--- config.mk ---
export PLATFORM = sky130hd
export DESIGN_NAME = grid_draw_sequencer_flat
export DESIGN_NICKNAME = d
export VERILOG_FILES = /design/src/rtl/grid_draw_sequencer_if.sv /design/src/rtl/grid_draw_sequencer.sv /design/src/flat_wrapper.sv
export SDC_FILE = /design/constraint.sdc
export NUM_CORES = 1
export LEC_CHECK = 0
export CORE_MARGIN = 2
export CORE_UTILIZATION = 60
export DETAILED_ROUTE_END_ITERATION = 8
export DONT_BUFFER_PORTS = 1
export PLACE_DENSITY = 0.76
export SYNTH_ARGS = -nofsm -noshare
export SYNTH_HDL_FRONTEND = slang
export SYNTH_SLANG_ARGS = --single-unit
--- constraint.sdc ---
create_clock -name clk -period 7 [get_ports clk]
set_input_delay 1.4 -clock clk [delete_from_list [all_inputs] [get_ports clk]]
set_output_delay 1.4 -clock clk [all_outputs]
set_load 0.01 [all_outputs]
--- src/rtl/grid_draw_sequencer_if.sv ---
// Handshake and pixel bus between the grid draw sequencer, its background and
// symbol drawers, and the VGA adapter. master = sequencer side.
interface grid_draw_sequencer_if;
  logic       start;
  logic       redraw;
  logic [5:0] redraw_idx;
  logic [2:0] sym_ofs;

  logic       bg_go;
  logic       bg_done;
  logic [7:0] bg_x;
  logic [6:0] bg_y;
  logic [2:0] bg_colour;
  logic       bg_plot;

  logic       cell_go;
  logic [7:0] cell_x;
  logic [6:0] cell_y;
  logic [2:0] cell_sym;
  logic       cell_done;
  logic [7:0] sym_x;
  logic [6:0] sym_y;
  logic [2:0] sym_colour;
  logic       sym_plot;

  logic [7:0] x;
  logic [6:0] y;
  logic [2:0] colour;
  logic       plot;
  logic       busy;
  logic       done;

  modport master (
    input  start, redraw, redraw_idx, sym_ofs,
    input  bg_done, bg_x, bg_y, bg_colour, bg_plot,
    input  cell_done, sym_x, sym_y, sym_colour, sym_plot,
    output bg_go, cell_go, cell_x, cell_y, cell_sym,
    output x, y, colour, plot, busy, done
  );

  modport slave (
    output start, redraw, redraw_idx, sym_ofs,
    output bg_done, bg_x, bg_y, bg_colour, bg_plot,
    output cell_done, sym_x, sym_y, sym_colour, sym_plot,
    input  bg_go, cell_go, cell_x, cell_y, cell_sym,
    input  x, y, colour, plot, busy, done
  );
endinterface

--- src/rtl/grid_draw_sequencer.sv ---
// Screen drawing sequencer: one background pass, then every grid cell handed to
// the shared symbol drawer; single-cell redraw; registered pixel mux to the VGA.
module grid_draw_sequencer #(
  parameter int ROWS = 3,
  parameter int COLS = 3,
  parameter int X0   = 50,
  parameter int Y0   = 30,
  parameter int DX   = 20,
  parameter int DY   = 20,
  parameter int NSYM = 3
) (
  input logic                   clk,
  input logic                   reset_n,
  grid_draw_sequencer_if.master bus
);
  localparam int NCELL = ROWS * COLS;

  if (ROWS < 1 || ROWS > 8 || COLS < 1 || COLS > 8 || NSYM < 1 || NSYM > 8) begin : g_bad_dims
    $error("grid_draw_sequencer: ROWS/COLS/NSYM must be in 1..8");
  end
  if (X0 + (COLS - 1) * DX > 159) begin : g_bad_x
    $error("grid_draw_sequencer: rightmost cell origin exceeds x=159");
  end
  if (Y0 + (ROWS - 1) * DY > 119) begin : g_bad_y
    $error("grid_draw_sequencer: bottom cell origin exceeds y=119");
  end

  typedef enum logic [2:0] {
    S_IDLE, S_BG_REQ, S_BG_WAIT, S_CELL_REQ, S_CELL_WAIT, S_DONE
  } state_t;

  state_t     state_q, state_d;
  logic [2:0] row_q, row_d, col_q, col_d;
  logic [5:0] idx_q, idx_d;
  logic       single_q, single_d;
  logic [2:0] ofs_q, ofs_d;
  logic [7:0] cell_x_q, cell_x_d;
  logic [6:0] cell_y_q, cell_y_d;
  logic [2:0] cell_sym_q, cell_sym_d;
  logic [7:0] x_q, x_d;
  logic [6:0] y_q, y_d;
  logic [2:0] colour_q, colour_d;
  logic       plot_q, plot_d;
  logic       load;

  function automatic logic [7:0] x_of(logic [2:0] c);
    int v;
    v = X0 + int'(c) * DX;
    return v[7:0];
  endfunction

  function automatic logic [6:0] y_of(logic [2:0] r);
    int v;
    v = Y0 + int'(r) * DY;
    return v[6:0];
  endfunction

  function automatic logic [2:0] sym_of(logic [5:0] i, logic [2:0] o);
    int v;
    v = (int'(i) + int'(o)) % NSYM;
    return v[2:0];
  endfunction

  function automatic logic [2:0] row_of(logic [5:0] i);
    int v;
    v = int'(i) / COLS;
    return v[2:0];
  endfunction

  function automatic logic [2:0] col_of(logic [5:0] i);
    int v;
    v = int'(i) % COLS;
    return v[2:0];
  endfunction

  always_ff @(posedge clk or negedge reset_n) begin
    if (!reset_n) begin
      state_q    <= S_IDLE;
      row_q      <= '0;
      col_q      <= '0;
      idx_q      <= '0;
      single_q   <= 1'b0;
      ofs_q      <= '0;
      cell_x_q   <= '0;
      cell_y_q   <= '0;
      cell_sym_q <= '0;
      x_q        <= '0;
      y_q        <= '0;
      colour_q   <= '0;
      plot_q     <= 1'b0;
    end else begin
      state_q    <= state_d;
      row_q      <= row_d;
      col_q      <= col_d;
      idx_q      <= idx_d;
      single_q   <= single_d;
      ofs_q      <= ofs_d;
      cell_x_q   <= cell_x_d;
      cell_y_q   <= cell_y_d;
      cell_sym_q <= cell_sym_d;
      x_q        <= x_d;
      y_q        <= y_d;
      colour_q   <= colour_d;
      plot_q     <= plot_d;
    end
  end

  // Next state; cell origin/symbol are registered on entry to CELL_REQ so they
  // stay stable for the drawer through CELL_WAIT.
  always_comb begin
    state_d    = state_q;
    row_d      = row_q;
    col_d      = col_q;
    idx_d      = idx_q;
    single_d   = single_q;
    ofs_d      = ofs_q;
    cell_x_d   = cell_x_q;
    cell_y_d   = cell_y_q;
    cell_sym_d = cell_sym_q;
    load       = 1'b0;
    case (state_q)
      S_IDLE: begin
        if (bus.start) begin
          state_d  = S_BG_REQ;
          single_d = 1'b0;
          ofs_d    = bus.sym_ofs;
        end else if (bus.redraw && int'(bus.redraw_idx) < NCELL) begin
          state_d  = S_CELL_REQ;
          single_d = 1'b1;
          ofs_d    = bus.sym_ofs;
          idx_d    = bus.redraw_idx;
          row_d    = row_of(bus.redraw_idx);
          col_d    = col_of(bus.redraw_idx);
          load     = 1'b1;
        end
      end
      S_BG_REQ:  state_d = S_BG_WAIT;
      S_BG_WAIT: begin
        if (bus.bg_done) begin
          state_d = S_CELL_REQ;
          idx_d   = '0;
          row_d   = '0;
          col_d   = '0;
          load    = 1'b1;
        end
      end
      S_CELL_REQ: state_d = S_CELL_WAIT;
      S_CELL_WAIT: begin
        if (bus.cell_done) begin
          if (single_q || idx_q == 6'(NCELL - 1)) begin
            state_d = S_DONE;
          end else begin
            state_d = S_CELL_REQ;
            idx_d   = idx_q + 6'd1;
            load    = 1'b1;
            if (col_q == 3'(COLS - 1)) begin
              col_d = '0;
              row_d = row_q + 3'd1;
            end else begin
              col_d = col_q + 3'd1;
            end
          end
        end
      end
      S_DONE:  state_d = S_IDLE;
      default: state_d = S_IDLE;
    endcase
    if (load) begin
      cell_x_d   = x_of(col_d);
      cell_y_d   = y_of(row_d);
      cell_sym_d = sym_of(idx_d, ofs_d);
    end
  end

  // Outputs: handshake strobes decode the state; pixel mux selects the drawer
  // that owns the screen in the current state.
  always_comb begin
    x_d      = x_q;
    y_d      = y_q;
    colour_d = colour_q;
    plot_d   = 1'b0;
    case (state_q)
      S_BG_WAIT: begin
        x_d      = bus.bg_x;
        y_d      = bus.bg_y;
        colour_d = bus.bg_colour;
        plot_d   = bus.bg_plot;
      end
      S_CELL_REQ, S_CELL_WAIT: begin
        x_d      = bus.sym_x;
        y_d      = bus.sym_y;
        colour_d = bus.sym_colour;
        plot_d   = bus.sym_plot;
      end
      default: ;
    endcase
  end

  assign bus.bg_go    = (state_q == S_BG_REQ);
  assign bus.cell_go  = (state_q == S_CELL_REQ);
  assign bus.busy     = (state_q == S_BG_REQ) || (state_q == S_BG_WAIT) ||
                        (state_q == S_CELL_REQ) || (state_q == S_CELL_WAIT);
  assign bus.done     = (state_q == S_DONE);
  assign bus.cell_x   = cell_x_q;
  assign bus.cell_y   = cell_y_q;
  assign bus.cell_sym = cell_sym_q;
  assign bus.x        = x_q;
  assign bus.y        = y_q;
  assign bus.colour   = colour_q;
  assign bus.plot     = plot_q;
endmodule

--- src/flat_wrapper.sv ---
// flat-port wrapper written by rule: the top's interface ports become plain ports
module grid_draw_sequencer_flat 
#(
  parameter int ROWS = 3,
  parameter int COLS = 3,
  parameter int X0   = 50,
  parameter int Y0   = 30,
  parameter int DX   = 20,
  parameter int DY   = 20,
  parameter int NSYM = 3
)
  (clk, reset_n, bus_start, bus_redraw, bus_redraw_idx, bus_sym_ofs, bus_bg_done, bus_bg_x, bus_bg_y, bus_bg_colour, bus_bg_plot, bus_cell_done, bus_sym_x, bus_sym_y, bus_sym_colour, bus_sym_plot, bus_bg_go, bus_cell_go, bus_cell_x, bus_cell_y, bus_cell_sym, bus_x, bus_y, bus_colour, bus_plot, bus_busy, bus_done);
  grid_draw_sequencer_if bus_i ();
  input logic clk;
  input logic reset_n;
  input wire logic [$bits(bus_i.start)-1:0] bus_start;
  input wire logic [$bits(bus_i.redraw)-1:0] bus_redraw;
  input wire logic [$bits(bus_i.redraw_idx)-1:0] bus_redraw_idx;
  input wire logic [$bits(bus_i.sym_ofs)-1:0] bus_sym_ofs;
  input wire logic [$bits(bus_i.bg_done)-1:0] bus_bg_done;
  input wire logic [$bits(bus_i.bg_x)-1:0] bus_bg_x;
  input wire logic [$bits(bus_i.bg_y)-1:0] bus_bg_y;
  input wire logic [$bits(bus_i.bg_colour)-1:0] bus_bg_colour;
  input wire logic [$bits(bus_i.bg_plot)-1:0] bus_bg_plot;
  input wire logic [$bits(bus_i.cell_done)-1:0] bus_cell_done;
  input wire logic [$bits(bus_i.sym_x)-1:0] bus_sym_x;
  input wire logic [$bits(bus_i.sym_y)-1:0] bus_sym_y;
  input wire logic [$bits(bus_i.sym_colour)-1:0] bus_sym_colour;
  input wire logic [$bits(bus_i.sym_plot)-1:0] bus_sym_plot;
  output wire logic [$bits(bus_i.bg_go)-1:0] bus_bg_go;
  output wire logic [$bits(bus_i.cell_go)-1:0] bus_cell_go;
  output wire logic [$bits(bus_i.cell_x)-1:0] bus_cell_x;
  output wire logic [$bits(bus_i.cell_y)-1:0] bus_cell_y;
  output wire logic [$bits(bus_i.cell_sym)-1:0] bus_cell_sym;
  output wire logic [$bits(bus_i.x)-1:0] bus_x;
  output wire logic [$bits(bus_i.y)-1:0] bus_y;
  output wire logic [$bits(bus_i.colour)-1:0] bus_colour;
  output wire logic [$bits(bus_i.plot)-1:0] bus_plot;
  output wire logic [$bits(bus_i.busy)-1:0] bus_busy;
  output wire logic [$bits(bus_i.done)-1:0] bus_done;
  assign bus_i.start = bus_start;
  assign bus_i.redraw = bus_redraw;
  assign bus_i.redraw_idx = bus_redraw_idx;
  assign bus_i.sym_ofs = bus_sym_ofs;
  assign bus_i.bg_done = bus_bg_done;
  assign bus_i.bg_x = bus_bg_x;
  assign bus_i.bg_y = bus_bg_y;
  assign bus_i.bg_colour = bus_bg_colour;
  assign bus_i.bg_plot = bus_bg_plot;
  assign bus_i.cell_done = bus_cell_done;
  assign bus_i.sym_x = bus_sym_x;
  assign bus_i.sym_y = bus_sym_y;
  assign bus_i.sym_colour = bus_sym_colour;
  assign bus_i.sym_plot = bus_sym_plot;
  assign bus_bg_go = bus_i.bg_go;
  assign bus_cell_go = bus_i.cell_go;
  assign bus_cell_x = bus_i.cell_x;
  assign bus_cell_y = bus_i.cell_y;
  assign bus_cell_sym = bus_i.cell_sym;
  assign bus_x = bus_i.x;
  assign bus_y = bus_i.y;
  assign bus_colour = bus_i.colour;
  assign bus_plot = bus_i.plot;
  assign bus_busy = bus_i.busy;
  assign bus_done = bus_i.done;
  grid_draw_sequencer #(.ROWS(ROWS), .COLS(COLS), .X0(X0), .Y0(Y0), .DX(DX), .DY(DY), .NSYM(NSYM)) u_core (.clk(clk), .reset_n(reset_n), .bus(bus_i));
endmodule
=== Word-level counts from Yosys, hierarchy flattened ===
Cells that the tools add are included.

* Add/subtract/negate cells: 6
* Multipliers: 2
* Div/mod/pow operators: 3
* Order comparisons: 1
* Eq/ne operators: 10
* Mux-type cells: 41
* Reductions and logical operators: 11

{| class="wikitable"
|+ Operator list
! operator !! number
|-
| 2-to-1 mux 3 bit || 20
|-
| divider 7 x 3 -> 32 bit, second input constant || 1
|-
| remainder unit 32 x 3 -> 32 bit, second input constant || 1
|-
| remainder unit 7 x 3 -> 32 bit, second input constant || 1
|-
| 2-to-1 mux 6 bit || 5
|-
| case mux 3 bit (3 select lines) || 2
|-
| case mux 6 bit (3 select lines) || 1
|-
| case mux 8 bit (2 select lines) || 1
|-
| case mux 3 bit (5 select lines) || 1
|-
| case mux 7 bit (2 select lines) || 1
|-
| == test 3 x 2 -> 1 bit, second input constant || 3
|-
| adder 7 x 8 -> 8 bit, first input constant || 1
|-
| adder 6 x 3 -> 7 bit || 1
|-
| adder 6 x 7 -> 7 bit, first input constant || 1
|-
| 2-to-1 mux 1 bit || 7
|-
| adder 3 x 1 -> 3 bit, second input constant || 2
|-
| adder 6 x 1 -> 6 bit, second input constant || 1
|-
| == test 3 bit, second input constant || 2
|-
| == test 6 x 4 -> 1 bit, second input constant || 1
|-
| < comparator 6 x 4 -> 1 bit, second input constant || 1
|-
| multiplier 3 x 3 -> 6 bit, second input constant || 1
|-
| case mux 3 bit (2 select lines) || 1
|-
| multiplier 3 x 3 -> 5 bit, second input constant || 1
|-
| logical OR 1 bit || 4
|-
| 11 further kinds || 13
|}

* Bits in registers: 56
* Input port bits: 53
* Output and inout port bits: 41
* Logic and storage cells: 87

=== Logic depth before layout (Yosys ltp) ===
Gate-level depths: netlist of the first run.

* Depth after elaboration: 7
* Gate-level depth with buffers: 31
* Depth with buffers taken out: 30

=== Least setup slack after synthesis of the first run ===
No wires, ideal clock.

* Path type: input -> register
* Start point: in bus_redraw_idx[2]
* End point: reg u_core.cell_sym_q[1] (netlist: u_core.bus.cell_sym[1])
* Library setup time: 0.069 ns
* Data arrival time: 6.676 ns
* Data required time: 6.931 ns
* Slack: 0.255 ns
* Stages on the path: 25
* Buffers on the path: 1
* Cell sequence: buf_2 -> o31ai_4 -> a31o_2 -> and2_1 -> mux2_2 -> ha_1 -> fa_1 -> a21oi_1 -> nor3_1 -> ha_1 -> nor3b_1 -> o221ai_1 -> a21o_1 -> nand3_1 -> nor3_1 -> a21o_1 -> ha_1 -> or2_2 -> a2111o_1 -> and3_1 -> ha_1 -> inv_1 -> o31ai_2 -> or4b_1 -> nand3_1

* Cells in the longest elaborated chain, start to end: 7
* Elaborated cells on any way between the ends: 13
* Those cells by class: 1 x add/sub; 1 x div; 1 x order compare; 9 x mux; 1 x reduce/logical

{| class="wikitable"
|+ RTL lines
! item !! RTL line !! RTL
|-
| start: declaration || flat_wrapper.sv:18 || <nowiki>input wire logic [$bits(bus_i.redraw_idx)-1:0] bus_redraw_idx;</nowiki>
|-
| < comparator 6 x 4 -> 1 bit || grid_draw_sequencer.sv:127 || <nowiki>end else if (bus.redraw && int'(bus.redraw_idx) < NCELL) begin</nowiki>
|-
| logical AND 1 bit || grid_draw_sequencer.sv:127 ||
|-
| 2-to-1 mux 3 bit || grid_draw_sequencer.sv:127 ||
|-
| 2-to-1 mux 3 bit || grid_draw_sequencer.sv:123 || <nowiki>if (bus.start) begin</nowiki>
|-
| 2-to-1 mux 3 bit || grid_draw_sequencer.sv:121 || <nowiki>case (state_q)</nowiki>
|-
| net u_core.ofs_d[0] || grid_draw_sequencer.sv:36 || <nowiki>logic [2:0] ofs_q, ofs_d;</nowiki>
|-
| adder 6 x 3 -> 7 bit || grid_draw_sequencer.sv:60 || <nowiki>v = (int'(i) + int'(o)) % NSYM;</nowiki>
|-
| remainder unit 32 x 3 -> 32 bit || grid_draw_sequencer.sv:60 ||
|-
| end signal: assignment || grid_draw_sequencer.sv:100 || <nowiki>cell_sym_q <= cell_sym_d;</nowiki>
|-
| end: declaration || grid_draw_sequencer.sv:39 || <nowiki>logic [2:0] cell_sym_q, cell_sym_d;</nowiki>
|}

The timed path passes the listed nets, and every way through them passes these cells.
A chain may end at the register's enable or synchronous reset.

=== Worst setup path after layout of the first run ===
Same ends and word-level chain as after synthesis.

==> run metrics, run 1 <==
status=finished, final reports clean; sequential fraction of the synthesis area=35.7%; flops & latches, synth=53; switching power=918 µW; largest cells by area after synthesis=dfrtp_1 36%, nand2_1 6.8%, ha_1 6.4%; Critical Path Source=bus_redraw_idx[2]; worst reg2reg path endpoint=u_core.bus.cell_sym[1]; unrepaired setup endpoints after global routing=no; Antenna Nets Post-Route=0; IO Pins=94; Max-Cap Viols=0; critical path fanouts, max=8; Tmin final=about 6.7 ns; crit path kind=in2reg; Max Freq=149 MHz; DR DRC count=0; Hold Crit Endpoint=u_core.ofs_q[0]; Setup-failing EPs final=0; Layout fillers=515; Yosys top cell by area=dfrtp_1; hold_sp=u_core.ofs_q[0]; Distinct cells, synth=between 70 and 80; Post-Syn Area=0.00371 mm²; Commonest cells post-synth=67 x nand2_1, 53 x dfrtp_1, 24 x o21ai_0; Cell Rows=28; crit share post-route=a little over nine tenths; Synth warnings=0; GPL Wtd Cong=0.900; Relative slew margins=23.1%; hold depth=1; Fin Clk Skew=0.00650 ns; WP data arrival=6.93 ns; gr usage total=25.7%; Via density=6.46; DR vias=3173; Die Ht=82.7 µm; clk_lat worst skew=about 0.31 ns; pwr/cell area=499 mW/mm²; Final Power=approximately 1900 µW; Leakage=0.00179 µW; Final Hold Violating Endpoints=0; Die W=slightly above 80 µm; clock tree sinks=53; Avg Inst Size Synth=8.84 µm²; total die area=0.00683 mm²; clock share of power=10.8%; most common cell in the netlist=nand2_1; ys async rst share=100%; DP Wirelength=approximately 6600 µm; CTS tree=done; Critical Path Start Type=input pin; Hold Slack=just over 0.5 ns; DR WL/cell=17.6 µm; number of buffers added on ports=0; dominant synthesized flop cell=dfrtp_1; CTS root buffer=clkbuf_8; Yosys top cell area share=35.7%; Layout area overhead=4.68%; Max clock buf depth=2; Post-Route WL=about 8700 µm; min-delay worst type=reg2reg; nets=488; CTS buffer count=5; Setup crit end kind=flip-flop; initial antenna violation count=0; first-pass GRT wire length=13600 µm; first drt pass iteration count=5; FF-to-FF setup slack=0.63 ns; grt total ovfl=0; Slew @ Worst Pin=1.15 ns; initial DRC count=244; combinational fraction of design power=57.8%; Placed Area=roughly 0.0038 mm²; Design Area, Final=between 0.003 and 0.004 mm²; internal cell power=1020 µW; layout cells sized above 1=9.13%; Initial Util=just over 60%; path depth of the worst reg2reg path=29; EDFF count, synth=0; n_diodes=0; reg-to-reg startpoint=u_core.idx_q[0]; number of global-route vias before repair=2932; Max rail drop VDD=roughly 440 µV; Max Slew Vio Count=0; H-tree levels=2; Post-CTS Hold Buffers=0; largest net degree at the start of global routing=54; area of the multi-input gates=~0.0022 mm²; Clock transition at path regs=roughly 0.09 ns; switching share of power=around 47%; Gate Count Post-Synth=420; Worst EP required=around 7.2 ns; Flop pwr share=31.4%; Reg area=0.00133 mm²; Core Area=0.00596 mm²
## placed cells by master, fill, tap and decap left out, drive strengths merged, types with 3 or more instances in the layout
cell	n
inv	22
clkbuf	6
o31ai	5
nand2	67
mux2i	3
or2	3
buf	9
a22oi	20
ha	19
nor3	7
and2	5
o21ai	24
nor2	18
nor4b	4
mux2	5
nor2b	9
a211oi	3
a221oi	3
nor3b	4
o211ai	7
and3	3
dfrtp	53
xor2	5
xnor2	9
a21o	9
or3	4
o31a	3
a21oi	18
a31oi	4
nand3	11
nand2b	6
## cell type report
cell class	count	share of cell area (%)
Sequential cell	53	34.1
Clock buffer	6	1.87
Inverter	22	2.12
Multi-Input combinational cell	324	56.7
Timing Repair Buffer	9	1.74
Clock inverter	2	0.998
Tap cell	75	2.41
## routing by layer
layer	vias to the layer above	wire length, µm	GRT usage, %	share of wire (%)
met1	1516	3670	33.5	42
met2	122	4240	43.2	49
met5	-	0	0	0
met4	0	94	5.41	1.1
li1	1522	-	-	-
met3	13	644	6.85	7.4
## worst max-delay path, stage by stage
cell and delay (ns):
o31ai_4 0.31, a31o_2 0.23, and2_1 0.23, mux2_2 0.37, ha_1 0.23, fa_1 0.46, a21oi_2 0.22, nor3_1 0.07
ha_1 0.30, nor3b_1 0.27, o221ai_1 0.19, a21o_1 0.21, nand3_1 0.16, nor3_1 0.08, a21o_1 0.18, ha_1 0.20
or2_2 0.34, a2111o_1 0.34, and3_1 0.19, ha_1 0.17, inv_1 0.08, o31ai_2 0.10, or4b_1 0.49, nand3_1 0.10
## sequential cells by signal, indices dropped and copies added (netlist names), 3 cells and up
signal and count:
u_core.idx_q 6, u_core.bus.colour 3, u_core.bus.cell_sym 3, u_core.bus.x 8, u_core.bus.cell_y 6, u_core.bus.y 7
u_core.row_q 3, u_core.state_q 3, u_core.bus.cell_x 6, u_core.ofs_q 3, u_core.col_q 3
## timing repair
item / CTS / global route
resized for setup: 0 / 1
buffers inserted: 0 / 0
endpoints found under the setup margin: 0 / 1
## worst max path at each step
| stage | endpoint | slack [ns] |
|---|---|---|
| finish | u_core.bus.cell_sym[1] | 0.31 |
| global route | u_core.bus.cell_sym[1] | 0.03 |
| CTS | u_core.bus.cell_sym[1] | 0.29 |
| detailed placement | u_core.bus.cell_sym[1] | -0.02 |
| global placement | u_core.bus.cell_sym[1] | 0.19 |
| floorplan | u_core.bus.cell_sym[1] | 0.25 |
## logic make-up after synthesis
family | count (synthesis) | share of synthesized area, %
AND/OR/NAND/NOR | 156 | 21.9
AO/OA/AOI/OAI | 124 | 24.6
flip-flops | 53 | 35.7
buffers and inverters | 44 | 5.09
adder cells (fa/ha/maj) | 20 | 6.94
XOR/XNOR | 14 | 3.30
multiplexers | 8 | 2.33
other | 1 | 0.101
## power groups by stage
stage / clock network (µW) / registers [µW] / logic, µW
after floorplan: 0 / 561 / 909
after global placement: 0 / 612 / 1070
after detailed placement: 0 / 613 / 1110
after CTS: 213 / 608 / 1110
after global routing: 225 / 629 / 1280
final: 210 / 609 / 1120
## through the flow
step           setup TNS (ns)  worst slack (ns)  cells  util (%)
2_1_floorplan               0             0.255    421         -
3_3_place_gp                0             0.193    483      63.3
3_5_place_dp          -0.0248           -0.0248    483      63.3
4_1_cts                     0             0.287    491      65.2
5_1_grt                     0            0.0312    491      65.3
6_report                    0             0.310    491      65.3
Power figures use the tool's default switching activity.
==> run 2, diff against run 1 <==
clock period = 6.26 ns   (was 7 ns; I/O delays follow)
==> run 2 against run 1 <==
Compared with the run above:
- wire length rose by 0.83%
- first-iteration DRC count decreased by 14%
- final cell count is 1.2% higher
- power up 14%
- critical path depth rose by 1
- count of clock-buffer cells in the layout shrank 1
- final area rose by 1.7%
- largest cell class unchanged
- largest power group unchanged
==> run metrics, run 2 (synthesis gave the netlist of run 1 again) <==
Initial Util=62.3% (unchanged); crit share post-route=96.7%; gr usage total=25.4% (was 25.7%); CTS buffer count=5 (unchanged); min-delay worst type=reg2reg (unchanged); final std cells w/o fill=497 (was 491); n_diodes=0 (unchanged); first drt pass iteration count=5 (unchanged); Worst EP required=6.51 ns (was 7.24 ns); DR vias=3203 (was 3173); Relative slew margins=24.4% (was 23.1%); Critical Path Start Type=input pin (unchanged); reg-to-reg startpoint=u_core.idx_q[0] (unchanged); Max clock buf depth=2 (unchanged); Leakage=0.00182 µW (was 0.00179 µW); Placed Cells incl. Taps=488 (was 483); Max Freq=165 MHz; Fin Clk Skew=0.00865 ns (was 0.00650 ns); CTS tree=done (unchanged); DR DRC count=0 (unchanged); Cell Rows=28 (unchanged); Setup crit end kind=flip-flop (unchanged); Core Area=0.00596 mm² (unchanged); Critical Path Source=bus_redraw_idx[2] (unchanged); critical path fanouts, max=8 (unchanged); Tmin final=6.05 ns; first-pass GRT wire length=13400 µm (was 13600 µm); CTS root buffer=clkbuf_8 (unchanged); DP Wirelength=6590 µm (was 6560 µm); layout cells sized above 1=12.8% (was 9.13%); WP data arrival=6.30 ns (was 6.93 ns); DR WL/cell=17.5 µm (was 17.6 µm); Via density=6.44 (was 6.46); initial antenna violation count=0 (unchanged); Design Area, Final=0.00395 mm² (was 0.00389 mm²); Post-CTS Hold Buffers=0 (unchanged); status=finished, final reports clean (unchanged); Clock transition at path regs=0.10 ns (was 0.09 ns); Placed Area=0.00385 mm² (was 0.00377 mm²); Antenna Nets Post-Route=0 (unchanged); most common cell after layout, fill and taps aside=nand2_1 (unchanged); IO Pins=94 (unchanged); crit path kind=in2reg (unchanged); Reg area=0.00133 mm² (unchanged); number of buffers added on ports=0 (unchanged); CP endpoint=u_core.bus.cell_sym[1] (unchanged); Layout fillers=498 (was 515); worst reg2reg path endpoint=u_core.bus.cell_sym[1] (unchanged); Die Ht=82.7 µm (unchanged); commonest non-fill, non-tap cells in the layout=66 x nand2_1, 53 x dfrtp_1, 23 x o21ai_0 (was 67 x nand2_1, 53 x dfrtp_1, 24 x o21ai_0); Post-Route WL=8720 µm (was 8650 µm); Max-Cap Viols=0 (unchanged); area of the multi-input gates=0.00224 mm² (was 0.00220 mm²); clock tree sinks=53 (unchanged); FF-to-FF setup slack=0.37 ns (was 0.63 ns); Max Slew Vio Count=0 (unchanged); path depth of the worst reg2reg path=29 (unchanged); number of global-route vias before repair=2937 (was 2932); Final Hold Violating Endpoints=0 (unchanged); H-tree levels=2 (unchanged); total die area=0.00683 mm² (unchanged); Slew @ Worst Pin=1.13 ns (was 1.15 ns); Sum Neg Setup Slack=0 ns (unchanged); Die W=82.7 µm (unchanged); unrepaired setup endpoints after global routing=no (unchanged); pwr/cell area=559 mW/mm² (was 499 mW/mm²); clk_lat worst skew=0.31 ns (about the same); nets=494 (was 488); Max rail drop VDD=451 µV (was 441 µV); Hold Slack=0.523 ns (was 0.519 ns); Layout area overhead=6.44% (was 4.68%); max FFs per register=8 (unchanged); largest net degree at the start of global routing=54 (unchanged); Setup-failing EPs final=0 (unchanged); initial DRC count=209 (was 244); grt total ovfl=0 (unchanged); GPL Wtd Cong=0.873 (was 0.900)
## run 2: cell types whose count changed in the layout (fill, tap and decap cells not counted), sizes merged
cell      previous run  this run
clkinvlp             0         1
clkbuf               6         5
inv                 22        23
buf                  9        15
bufinv               1         0
## run 2: metrics by stage
step | setup WS [ns] | util, % | power, µW
finish | 0.208 | 66.3 | 2210
global route | 0.0130 | 66.3 | 2400
CTS | 0.221 | 66.2 | 2200
detailed placement | -0.114 | 64.6 | 2000
global placement | 0.0846 | 64.6 | 1940
floorplan | 0.0236 | - | 1680
## run 2: report_power, final
part / internal [µW] / switching [µW]
clock: 81.1 / 122
combinational: 577 / 749
sequential: 494 / 185
## run 2: worst min-delay path by stage
stage               slack, ns              end       startpoint  cells after the start
floorplan                0.48  u_core.ofs_q[2]  u_core.ofs_q[2]                      1
global placement         0.49  u_core.ofs_q[2]  u_core.ofs_q[2]                      1
detailed placement       0.49  u_core.ofs_q[2]  u_core.ofs_q[2]                      1
CTS                      0.53  u_core.ofs_q[0]  u_core.ofs_q[0]                      1
global route             0.53  u_core.ofs_q[2]  u_core.ofs_q[2]                      1
finish                   0.52  u_core.ofs_q[0]  u_core.ofs_q[0]                      1
## run 2: worst max-delay path, stage by stage
cell	delay [ns]
o31ai_4	0.30
a31o_2	0.24
and2_4	0.19
mux2_4	0.33
ha_1	0.30
a21o_1	0.20
a21o_4	0.20
nand3_1	0.09
xnor2_1	0.14
ha_1	0.26
nor3b_2	0.21
o221ai_1	0.14
a21o_1	0.21
nand3_2	0.08
nor3_1	0.05
a21o_1	0.18
ha_1	0.19
or2_4	0.26
a2111o_1	0.33
and3_1	0.19
ha_1	0.18
inv_1	0.09
o31ai_2	0.11
or4b_1	0.48
nand3_1	0.09
## run 2: final cells by class
cell class	instances	share of cell area [%]
flip-flops and latches	53	33.6
repair buffers	15	2.85
multi-input cells	324	56.7
well taps	75	2.37
clock buffers	5	1.74
clock inverters	3	0.633
inverters	22	2.09
## run 2: repair_timing
action | CTS | global route
endpoints found under the setup margin | 0 | 1
hold endpoints to repair | 0 | 0
setup buffers | 0 | 1
gates resized for setup | 0 | 1
## run 2: layer usage
layer | global-route usage (%) | up-vias | share of wire (%)
met3 | 5.87 | 9 | 7.0
li1 | - | 1538 | -
met5 | 0 | - | 0
met1 | 31.9 | 1533 | 41
met2 | 44.0 | 123 | 52
met4 | 6.89 | 0 | 0.73
